File: config.mk
export PLATFORM = sky130hd
export DESIGN_NAME = pc_sequencer_flat
export DESIGN_NICKNAME = d
export VERILOG_FILES = /design/src/rtl/pc_sequencer_if.sv /design/src/rtl/pc_sequencer.sv /design/src/flat_wrapper.sv
export SDC_FILE = /design/constraint.sdc
export NUM_CORES = 1
export LEC_CHECK = 0
export ABC_AREA = 1
export CAP_MARGIN = 0
export CORE_UTILIZATION = 53
export DETAILED_ROUTE_END_ITERATION = 12
export PLACE_DENSITY = 0.83
export SLEW_MARGIN = 20
export SYNTH_ARGS = -nofsm -noshare
export SYNTH_HDL_FRONTEND = slang
export SYNTH_SLANG_ARGS = --single-unit
File: constraint.sdc
create_clock -name clk -period 6.8 [get_ports clk]
set_clock_uncertainty 0.2 [all_clocks]
set_input_delay 0.68 -clock clk [delete_from_list [all_inputs] [get_ports clk]]
set_output_delay 0.68 -clock clk [all_outputs]
set_load 0.05 [all_outputs]
File: src/rtl/pc_sequencer_if.sv
// Instruction-fetch bus between the PC sequencer and the instruction memory / IF-ID register.
interface pc_sequencer_if;
  logic        imem_req;
  logic [31:0] imem_addr;
  logic        imem_ready;
  logic        if_valid;
  logic [31:0] if_pc;

  modport master (
    output imem_req,
    output imem_addr,
    output if_valid,
    output if_pc,
    input  imem_ready
  );

  modport slave (
    input  imem_req,
    input  imem_addr,
    input  if_valid,
    input  if_pc,
    output imem_ready
  );
endinterface

File: src/rtl/pc_sequencer.sv
// Program counter owner: selects pc+4 / branch target / pending target and sequences fetch,
// honouring the delay slot, hazard stalls, slow instruction memory and halt.
module pc_sequencer #(
    parameter logic [31:0] RESET_PC = 32'hBFC00000,
    parameter int unsigned CNT_W    = 32
) (
    input  logic                 clk,
    input  logic                 rst,
    input  logic                 stall,
    input  logic                 br_valid,
    input  logic [31:0]          br_target,
    input  logic                 halt,
    pc_sequencer_if.master       bus,
    output logic                 halted,
    output logic                 addr_err,
    output logic [CNT_W-1:0]     fetch_cnt,
    output logic [CNT_W-1:0]     redirect_cnt
);

    typedef enum logic [1:0] {
        S_BOOT,
        S_FETCH,
        S_HALTED
    } state_t;

    localparam logic [CNT_W-1:0] CNT_ONE = CNT_W'(1);

    state_t      state;
    logic [31:0] pc;
    logic        pend_valid;
    logic [31:0] pend_target;
    logic        req_q;
    logic        halted_q;

    logic        complete;
    logic        redirect;
    logic [31:0] br_aligned;
    logic [31:0] next_pc;

    assign complete   = (state == S_FETCH) && bus.imem_ready && !stall;
    assign br_aligned = {br_target[31:2], 2'b00};

    // A latched target outranks a fresh pulse: a second branch before the first is consumed is dropped.
    always_comb begin
        redirect = pend_valid | br_valid;
        next_pc  = pc + 32'd4;
        if (pend_valid)
            next_pc = pend_target;
        else if (br_valid)
            next_pc = br_aligned;
    end

    always_ff @(posedge clk or posedge rst) begin
        if (rst) begin
            state        <= S_BOOT;
            pc           <= RESET_PC;
            pend_valid   <= 1'b0;
            pend_target  <= '0;
            req_q        <= 1'b0;
            halted_q     <= 1'b0;
            addr_err     <= 1'b0;
            fetch_cnt    <= '0;
            redirect_cnt <= '0;
        end else begin
            if (br_valid && (br_target[1:0] != 2'b00))
                addr_err <= 1'b1;

            case (state)
                S_BOOT: begin
                    state <= S_FETCH;
                    req_q <= 1'b1;
                end
                S_FETCH: begin
                    if (complete) begin
                        pc         <= next_pc;
                        pend_valid <= 1'b0;
                        fetch_cnt  <= fetch_cnt + CNT_ONE;
                        if (redirect)
                            redirect_cnt <= redirect_cnt + CNT_ONE;
                        if (halt) begin
                            state    <= S_HALTED;
                            req_q    <= 1'b0;
                            halted_q <= 1'b1;
                        end
                    end
                end
                default: ;
            endcase

            // Branch seen while the delay-slot fetch is still outstanding: hold its target.
            if (br_valid && !pend_valid && !complete) begin
                pend_valid  <= 1'b1;
                pend_target <= br_aligned;
            end
        end
    end

    assign bus.imem_req  = req_q;
    assign bus.imem_addr = pc;
    assign bus.if_valid  = complete;
    assign bus.if_pc     = pc;
    assign halted        = halted_q;

endmodule

File: src/flat_wrapper.sv
// flat-port wrapper written by rule: the top's interface ports become plain ports
module pc_sequencer_flat 
#(
    parameter logic [31:0] RESET_PC = 32'hBFC00000,
    parameter int unsigned CNT_W    = 32
)
  (clk, rst, stall, br_valid, br_target, halt, halted, addr_err, fetch_cnt, redirect_cnt, bus_imem_req, bus_imem_addr, bus_if_valid, bus_if_pc, bus_imem_ready);
  pc_sequencer_if bus_i ();
  input  logic clk;
  input  logic rst;
  input  logic stall;
  input  logic br_valid;
  input  logic [31:0] br_target;
  input  logic halt;
  output logic halted;
  output logic addr_err;
  output logic [CNT_W-1:0] fetch_cnt;
  output logic [CNT_W-1:0] redirect_cnt;
  output wire logic [$bits(bus_i.imem_req)-1:0] bus_imem_req;
  output wire logic [$bits(bus_i.imem_addr)-1:0] bus_imem_addr;
  output wire logic [$bits(bus_i.if_valid)-1:0] bus_if_valid;
  output wire logic [$bits(bus_i.if_pc)-1:0] bus_if_pc;
  input wire logic [$bits(bus_i.imem_ready)-1:0] bus_imem_ready;
  assign bus_imem_req = bus_i.imem_req;
  assign bus_imem_addr = bus_i.imem_addr;
  assign bus_if_valid = bus_i.if_valid;
  assign bus_if_pc = bus_i.if_pc;
  assign bus_i.imem_ready = bus_imem_ready;
  pc_sequencer #(.RESET_PC(RESET_PC), .CNT_W(CNT_W)) u_core (.clk(clk), .rst(rst), .stall(stall), .br_valid(br_valid), .br_target(br_target), .halt(halt), .bus(bus_i), .halted(halted), .addr_err(addr_err), .fetch_cnt(fetch_cnt), .redirect_cnt(redirect_cnt));
endmodule
## Yosys cells after proc, flatten, opt, wreduce, memory -nomap -nowiden

Index checks and enable logic that the tools add are counted.

- Bits in registers: 132
- Latch bits: 0
- Memory bits (writable): 0
- Memory bits (read-only): 0
- Input bits: 38
- Output and inout bits: 132
- Logic and storage cells: 45
- Memories kept: 0

- $add $sub $neg: 3
- $mul: 0
- Divide/modulo/power cells: 0
- Magnitude comparators: 0
- Eq/ne operators: 3
- Shift-type cells: 0
- Mux-type cells: 11
- Bitwise logic cells: 1
- Reduce and logical (&&, ||, !) cells: 18

Operator list:

| operator | count |
|---|---|
| adder 32 x 1 -> 32 bit (second input constant) | 2 |
| two-way mux 32 bit | 2 |
| adder 32 x 3 -> 32 bit (second input constant) | 1 |
| AND reduction 3 bit | 3 |
| nonzero test 2 bit | 4 |
| logical AND 1 bit | 5 |
| two-way mux 1 bit | 5 |
| two-way mux 2 bit | 2 |
| one-hot mux 2 bit (2 select lines) | 1 |
| AND reduction 2 bit | 2 |
| zero test 1 bit | 3 |
| equality test 2 x 1 -> 1 bit (second input constant) | 1 |
| zero test 2 bit | 1 |
| inequality test 2 x 1 -> 1 bit (second input constant) | 1 |
| inequality test 2 bit (second input constant) | 1 |
| one-hot mux 1 bit (2 select lines) | 1 |
| bitwise OR 1 bit | 1 |

## Logic depth before layout (Yosys ltp)

Gate-level depths: netlist of the first run.

- Depth after elaboration: 7
- Depth in mapped cells: 11
- Gate-level depth less buffers: 11

## Least setup slack after synthesis of the first run

Ideal clock, no wire load.

- Path type: register to output
- From: register u_core.state[0]
- To: output port bus_if_valid
- Arrival: 1.703 ns
- Data required time: 5.920 ns
- Path slack: 4.217 ns
- Stages on the path, launching flop included: 4
- Path buffers: 1
- Path through: dfrtp_1 > nand2_1 > nor3_4 > clkbuf_1

- Cells in the longest elaborated chain, start to end: 3

RTL lines:

| what | RTL line | source |
|---|---|---|
| start: declaration | pc_sequencer.sv:28 | `state_t state;` |
| start signal: assignment | pc_sequencer.sv:55 | `state <= S_BOOT;` |
| start signal: assignment | pc_sequencer.sv:70 | `state <= S_FETCH;` |
| start signal: assignment | pc_sequencer.sv:81 | `state <= S_HALTED;` |
| equality test 2 x 1 -> 1 bit | pc_sequencer.sv:40 | `assign complete = (state == S_FETCH) && bus.imem_ready && !stall;` |
| logical AND 1 bit (2 in series) | pc_sequencer.sv:40 |  |
| end: declaration | flat_wrapper.sv:21 | `output wire logic [$bits(bus_i.if_valid)-1:0] bus_if_valid;` |

Every way passes these cells.

## Worst setup path after layout of the first run

- From: input port bus_imem_ready
- To: output port bus_if_valid

- Cells in the longest elaborated chain, start to end: 2

RTL lines:

| what | RTL line | source |
|---|---|---|
| start: declaration | flat_wrapper.sv:23 | `input wire logic [$bits(bus_i.imem_ready)-1:0] bus_imem_ready;` |
| logical AND 1 bit (2 in series) | pc_sequencer.sv:40 |  |

Every way passes these cells.

==> impl_metrics.csv, run 1 <==
group,metric,value,unit
outcome,status,"finished, final reports clean",
clock_tree,cts-htree-levels,4,
sta,slew_headroom,0.456,
critical_path,path_cells,"clkdlybuf4s50_1, nand2_1, nor3_4, clkdlybuf4s50_1",
floorplanning,die_h,122,um
job,drv_cap,0,
sta,fmax,0.311,GHz
critical_path,rr_worst_depth,8,
drt,wl_per_cell,14.9,um
sta,finalSetupTns,0,ns
placement,routabilityCongestion,0.963,
yosys,ys_types,38,
critical_path,crit_slowest_cell,"clkdlybuf4s50_1",
layout,syn2layout_area_growth,28.7,%
clock_tree,cts.sinks,129,
clock_tree,cts_resized,0,
yosys,syn_avg_cell_area,7.36,um2
sta,period_needed,3.21,ns
clock_tree,cts_tree,"yes",
placement,placed_cell_area,9200,um2
sta,fin_ws,3.59,ns
sta,whs,0.275,ns
drt,via_per_inst,5.36,
clock_tree,clock_path_buffers,2,
drt,drtIter0Drc,633,
layout,drive_gt1_frac,0.0651,
critical_path,crit_type,"input port to output pin",
power,peakVddDrop,0.000150,V
yosys,yosysSeqAreaShare,0.425,
global_routing,top_usage_layer,"met2",
hold_path,hold_class,"flip-flop to flip-flop",
power,p_per_area,184,nW/um2
layout,final_nets,1210,
layout,antenna-diode-count,0,
clock_tree,clock_latency,0.42,ns
critical_path,crit_fanout,2,
drt,ant_nets,0,
floorplanning,start_util,0.546,
floorplanning,core_area,13900,um2
drt,drc,0,
placement,dp_slack,3.57,ns
placement,dpl.hpwl,14400,um
drt,wirelength,20300,um
yosys,synthesis.area,7610,um2
sta,worst_pin_slew,0.816,ns
global_routing,grt_pass1_vias,6729,
clock_tree,numCtsBuffers,17,
critical_path,timing.rr.end,"u_core.bus.if_pc[20]$_DFFE_PP0P_",
layout,finalInstanceArea,9800,um2
global_routing,use_met2,0.446,
critical_path,start_kind,"input port",
floorplanning,die_x,122,um
yosys,yosys_warnings,0,
floorplanning,die-area,14800,um2
hold_path,hp-start,"u_core.halted$_DFFE_PP0P_",
placement,place_inst,1330,
drt,firstDrtPassIters,5,
critical_path,endpoint,"bus_if_valid",
critical_path,crit_cells,4,
sta,drv_slew,0,
yosys,ys_seq_elements,129,
global_routing,grt_use_met1,0.411,
clock_tree,path_clk_slew,0.06,ns
sta,timing_hold_violations_final,0,
sta,rsz0062_at_grt,"no",
power,cellLeakagePower,4.31,nW
clock_tree,cts_root_buffer,"clkbuf_16",
floorplanning,num_io_pins,170,
critical_path,arrival,2.33,ns
critical_path,max_stage_delay,0.90,ns
clock_tree,cts_setup_buffers,0,
critical_path,required,5.92,ns
sta,fin_crit_sh,0.472,
drt,via_count,7297,
critical_path,cp_num_buf_inv,2,
critical_path,critPathCaptureType,"output pin",
clock_tree,hold_buffers,0,
placement,place.port_buffers,165,
critical_path,cp-startpoint,"bus_imem_ready",
layout,fin_cells,1362,
critical_path,worstReg2RegStart,"u_core.bus.if_pc[2]$_DFFE_PP0P_",
sta,setup_viol,0,
global_routing,grt_usage,0.290,
floorplanning,num_rows,43,
global_routing,globalRouteMet3Util,0.0520,
yosys,netlist_instances,1034,
critical_path,crit_family,"buffers and inverters",
global_routing,antenna_found_initial,0,
critical_path,r2r_slack,4.32,ns
global_routing,grt_max_degree,68,
global_routing,grt-ovfl-total,0,
global_routing,grt_pass1_wl,33400,um
critical_path,cp_common_cell,"clkdlybuf4s50_1",
[cell type report]
class	count	area, um2
fillers	1126	4140
multi-input cells	752	3660
flip-flops and latches	129	3240
repair buffers	173	1710
clock buffers	22	464
inverters	96	363
well taps	180	225
clock inverters	10	134
[stage by stage]
| step | util | total power [mW] |
|---|---|---|
| finish | 0.703 | 1.80 |
| global placement | 0.660 | 0.883 |
| global route | 0.703 | 1.86 |
| CTS | 0.703 | 1.81 |
| floorplan | - | 0.851 |
| detailed placement | 0.660 | 0.886 |
[state kept, by name (all words and copies together), names as in the netlist]
signal and count:
u_core.redirect_cnt 32, u_core.addr_err 1, u_core.pend_target 30, u_core.fetch_cnt 32
u_core.bus.if_pc 30, u_core.state 2, u_core.halted 1, u_core.pend_valid 1
[synth_stat cells, drive strengths merged]
| cell | instances | area (um2) |
|---|---|---|
| buf | 47 | 320 |
| mux2 | 13 | 146 |
| nor3 | 19 | 123 |
| clkbuf | 13 | 48.8 |
| a221oi | 20 | 175 |
| o211ai | 3 | 22.5 |
| a21oi | 24 | 120 |
| nand3 | 44 | 225 |
| o21ai | 35 | 175 |
| dfrtp | 120 | 3000 |
| or2 | 1 | 6.26 |
| xnor2 | 18 | 158 |
| inv | 95 | 357 |
| nand3b | 9 | 67.6 |
| nor2 | 147 | 582 |
| and3 | 2 | 12.5 |
| nand2 | 351 | 1330 |
| nand4 | 18 | 119 |
| a41oi | 1 | 8.76 |
| ha | 3 | 37.5 |
| a22oi | 4 | 30.0 |
| o21a | 2 | 15.0 |
| clkinv | 1 | 3.75 |
| xor2 | 31 | 272 |
| dfstp | 9 | 236 |
| o21bai | 1 | 7.51 |
| conb | 1 | 3.75 |
| a21o | 1 | 7.51 |
| a31oi | 1 | 6.26 |
[per-layer routing]
metal | vias to the layer above | routed length (um)
met5 | - | 0
met4 | 0 | 470
met3 | 40 | 1440
met2 | 285 | 9190
met1 | 3441 | 9180
li1 | 3531 | -
[worst register-to-register path, stage by stage (launching register included)]
cell	delay [ns]
dfrtp_1	0.46
ha_1	0.28
nand2_1	0.10
nor2_1	0.34
nand2_1	0.25
nor2_1	0.33
nand2_1	0.16
o211ai_1	0.19
nand2_1	0.07
[placed cells by master (no fill, tap or decap), drive strengths merged]
cell type      count
nand2            351
clkdlybuf4s50    165
nor2             147
dfrtp            120
inv               95
nand3             44
o21ai             35
xor2              31
a21oi             24
clkbuf            22
a221oi            20
nor3              19
xnor2             18
nand4             18
mux2              13
nand3b             9
dfstp              9
buf                8
clkinv             6
a22oi              4
conb               4
o211ai             3
ha                 3
bufinv             3
and3               2
o21a               2
clkinvlp           2
o21bai             1
a31oi              1
a41oi              1
or2                1
a21o               1
[where the power goes]
part	internal (mW)	total, mW	switching [mW]
combinational	0.0338	0.0723	0.0385
clock	0.594	0.929	0.336
sequential	0.789	0.800	0.0108
total	1.42	1.80	0.385
[kinds of logic after synthesis]
family / after synthesis / synth area share
flip-flops: 129 / 0.425
XOR/XNOR: 49 / 0.0564
multiplexers: 13 / 0.0192
buffers and inverters: 156 / 0.0958
other: 1 / 0.000493
adder cells (fa/ha/maj): 3 / 0.00493
AO/OA/AOI/OAI: 92 / 0.0746
AND/OR/NAND/NOR: 591 / 0.323
[how the worst min path moves through the flow]
| stage | end | slack (ns) | cells after the start |
|---|---|---|---|
| floorplan | u_core.pend_target[6]$_DFFE_PP0P_ | 0.24 | 2 |
| global placement | u_core.halted$_DFFE_PP0P_ | 0.25 | 2 |
| detailed placement | u_core.pend_target[2]$_DFFE_PP0P_ | 0.26 | 2 |
| CTS | u_core.pend_target[2]$_DFFE_PP0P_ | 0.27 | 2 |
| global route | u_core.pend_target[2]$_DFFE_PP0P_ | 0.29 | 2 |
| finish | u_core.halted$_DFFE_PP0P_ | 0.27 | 2 |
(Power assumes the default switching activity.)
==> run 2, diff against run 1 <==
CORE_UTILIZATION = 51   (was 53)
PLACE_DENSITY = 0.81   (was 0.83)
clock period = 3.2 ns   (was 6.8 ns; I/O delays follow)
==> impl_metrics.csv, run 2 (same netlist as run 1, synthesis figures left out) <==
group,metric,value,unit
global_routing,grt_usage,0.287,
layout,final_nets,1210,
critical_path,start_kind,"flip-flop",
placement,placed_cell_area,9220,um2
sta,fmax,0.401,GHz
critical_path,required,2.68,ns
global_routing,grt_pass1_wl,33700,um
drt,ant_nets,0,
global_routing,use_met2,0.444,
clock_tree,cts_root_buffer,"clkbuf_16",
global_routing,top_usage_layer,"met2",
power,p_per_area,399,nW/um2
sta,period_needed,2.50,ns
clock_tree,numCtsBuffers,17,
critical_path,arrival,1.98,ns
power,peakVddDrop,0.000365,V
sta,drv_slew,0,
critical_path,crit_type,"flip-flop to output pin",
critical_path,cp_common_cell,"buf_4",
layout,syn2layout_area_growth,29.3,%
sta,setup_viol,0,
clock_tree,cts_tree,"yes",
layout,finalInstanceArea,9850,um2
layout,fillers,1213,
drt,wl_per_cell,15.4,um
clock_tree,clock_path_buffers,2,
placement,dpl.hpwl,14900,um
critical_path,critPathCaptureType,"output pin",
global_routing,globalRouteMet3Util,0.0568,
layout,post-route-util,0.678,
global_routing,grt_pass1_vias,6777,
layout,reg_top3,"u_core.fetch_cnt (32), u_core.redirect_cnt (32)",
floorplanning,num_rows,44,
job,drv_cap,0,
critical_path,max_stage_delay,0.47,ns
layout,final_common_cell,"nand2_1",
sta,finalSetupTns,0,ns
drt,wirelength,21100,um
sta,slew_headroom,0.532,
drt,via_per_inst,5.40,
drt,drtIter0Drc,656,
critical_path,path_cells,"nand2_1, nor3_4, buf_4, buf_4",
clock_tree,cts_setup_buffers,0,
global_routing,grt-ovfl-total,0,
clock_tree,cts_resized,0,
power,cellLeakagePower,4.33,nW
drt,via_count,7376,
clock_tree,cts.sinks,129,
placement,routabilityCongestion,0.977,
layout,antenna-diode-count,0,
floorplanning,start_util,0.524,
drt,drc,0,
sta,rsz0062_at_grt,"no",
global_routing,grt_max_degree,130,
critical_path,crit_family,"buffers and inverters",
layout,drive_gt1_frac,0.0668,
sta,timing_hold_violations_final,0,
drt,firstDrtPassIters,5,
floorplanning,num_io_pins,170,
floorplanning,die-area,15400,um2
critical_path,crit_slowest_cell,"buf_4",
global_routing,antenna_found_initial,0,
critical_path,cp_num_buf_inv,2,
global_routing,grt_use_met1,0.403,
layout,layout_common_cells,"nand2_1 (348), clkdlybuf4s50_1 (164), nor2_1 (139)",
critical_path,crit_fanout,40,
hold_path,hold_class,"input port to asynchronous set/reset pin",
sta,worst_pin_slew,0.702,ns
outcome,status,"finished, final reports clean",
clock_tree,cts-htree-levels,4,
placement,place.port_buffers,165,
floorplanning,die_x,124,um
clock_tree,hold_buffers,0,
clock_tree,path_clk_slew,0.05,ns
floorplanning,die_h,124,um
floorplanning,core_area,14500,um2
clock_tree,clock_latency,0.42,ns
sta,fin_crit_sh,0.780,
-- run 2: changes by cell type in the layout (fill, tap and decap cells not counted) --
cell             previous run  this run
bufinv_16                   3         4
clkbuf_1                    3         2
inv_4                       1         0
buf_12                      0         1
clkbuf_8                    2         3
clkdlybuf4s50_1           165       164
-- run 2: path summary, 6_finish.rpt --
kind	from	endpoint	slack, ns	cells after the start
setup reg to reg	u_core.bus.if_pc[2]$_DFFE_PP0P_	u_core.bus.if_pc[22]$_DFFE_PP1P_	1.03	9
min in group clk	u_core.halted$_DFFE_PP0P_	u_core.halted$_DFFE_PP0P_	0.26	2
max in group asynchronous	rst	u_core.bus.if_pc[18]$_DFFE_PP0P_	2.02	3
setup / recovery	u_core.state[0]$_DFFE_PP0P_	bus_if_valid	0.70	4
hold / removal	rst	u_core.halted$_DFFE_PP0P_	0.25	3
hold reg to reg	u_core.halted$_DFFE_PP0P_	u_core.halted$_DFFE_PP0P_	0.26	2
-- run 2: stage by stage --
stage	instances	setup WS, ns	power (mW)	hold slack [ns]
global route	1366	0.608	4.05	0.298
finish	1366	0.704	3.93	0.255
floorplan	1037	0.977	1.81	0.242
global placement	1334	0.794	1.88	0.251
detailed placement	1334	0.718	1.89	0.255
CTS	1366	0.692	3.96	0.269
-- run 2: layer usage --
metal / share of wire / vias up
met1: 0.45 / 3490
met3: 0.076 / 31
met4: 0.020 / 0
li1: - / 3529
met2: 0.46 / 326
met5: 0 / -
-- run 2: worst min-delay path: cells and delay by family --
family	cells	cell delay [ns]
buffers and inverters	3	1.03
-- run 2: report_power, final --
| part | switching, mW | total [mW] | internal, mW |
|---|---|---|---|
| sequential | 0.0236 | 1.70 | 1.68 |
| combinational | 0.0852 | 0.159 | 0.0738 |
| clock | 0.711 | 2.07 | 1.36 |
-- run 2: area by class of cell --
cell class / count / area (um2) / share of cell area
multi-input cells: 752 / 3660 / 0.372
flip-flops and latches: 129 / 3240 / 0.329
repair buffers: 173 / 1720 / 0.175
clock buffers: 22 / 474 / 0.0482
inverters: 96 / 364 / 0.0370
well taps: 184 / 230 / 0.0234
clock inverters: 10 / 156 / 0.0159
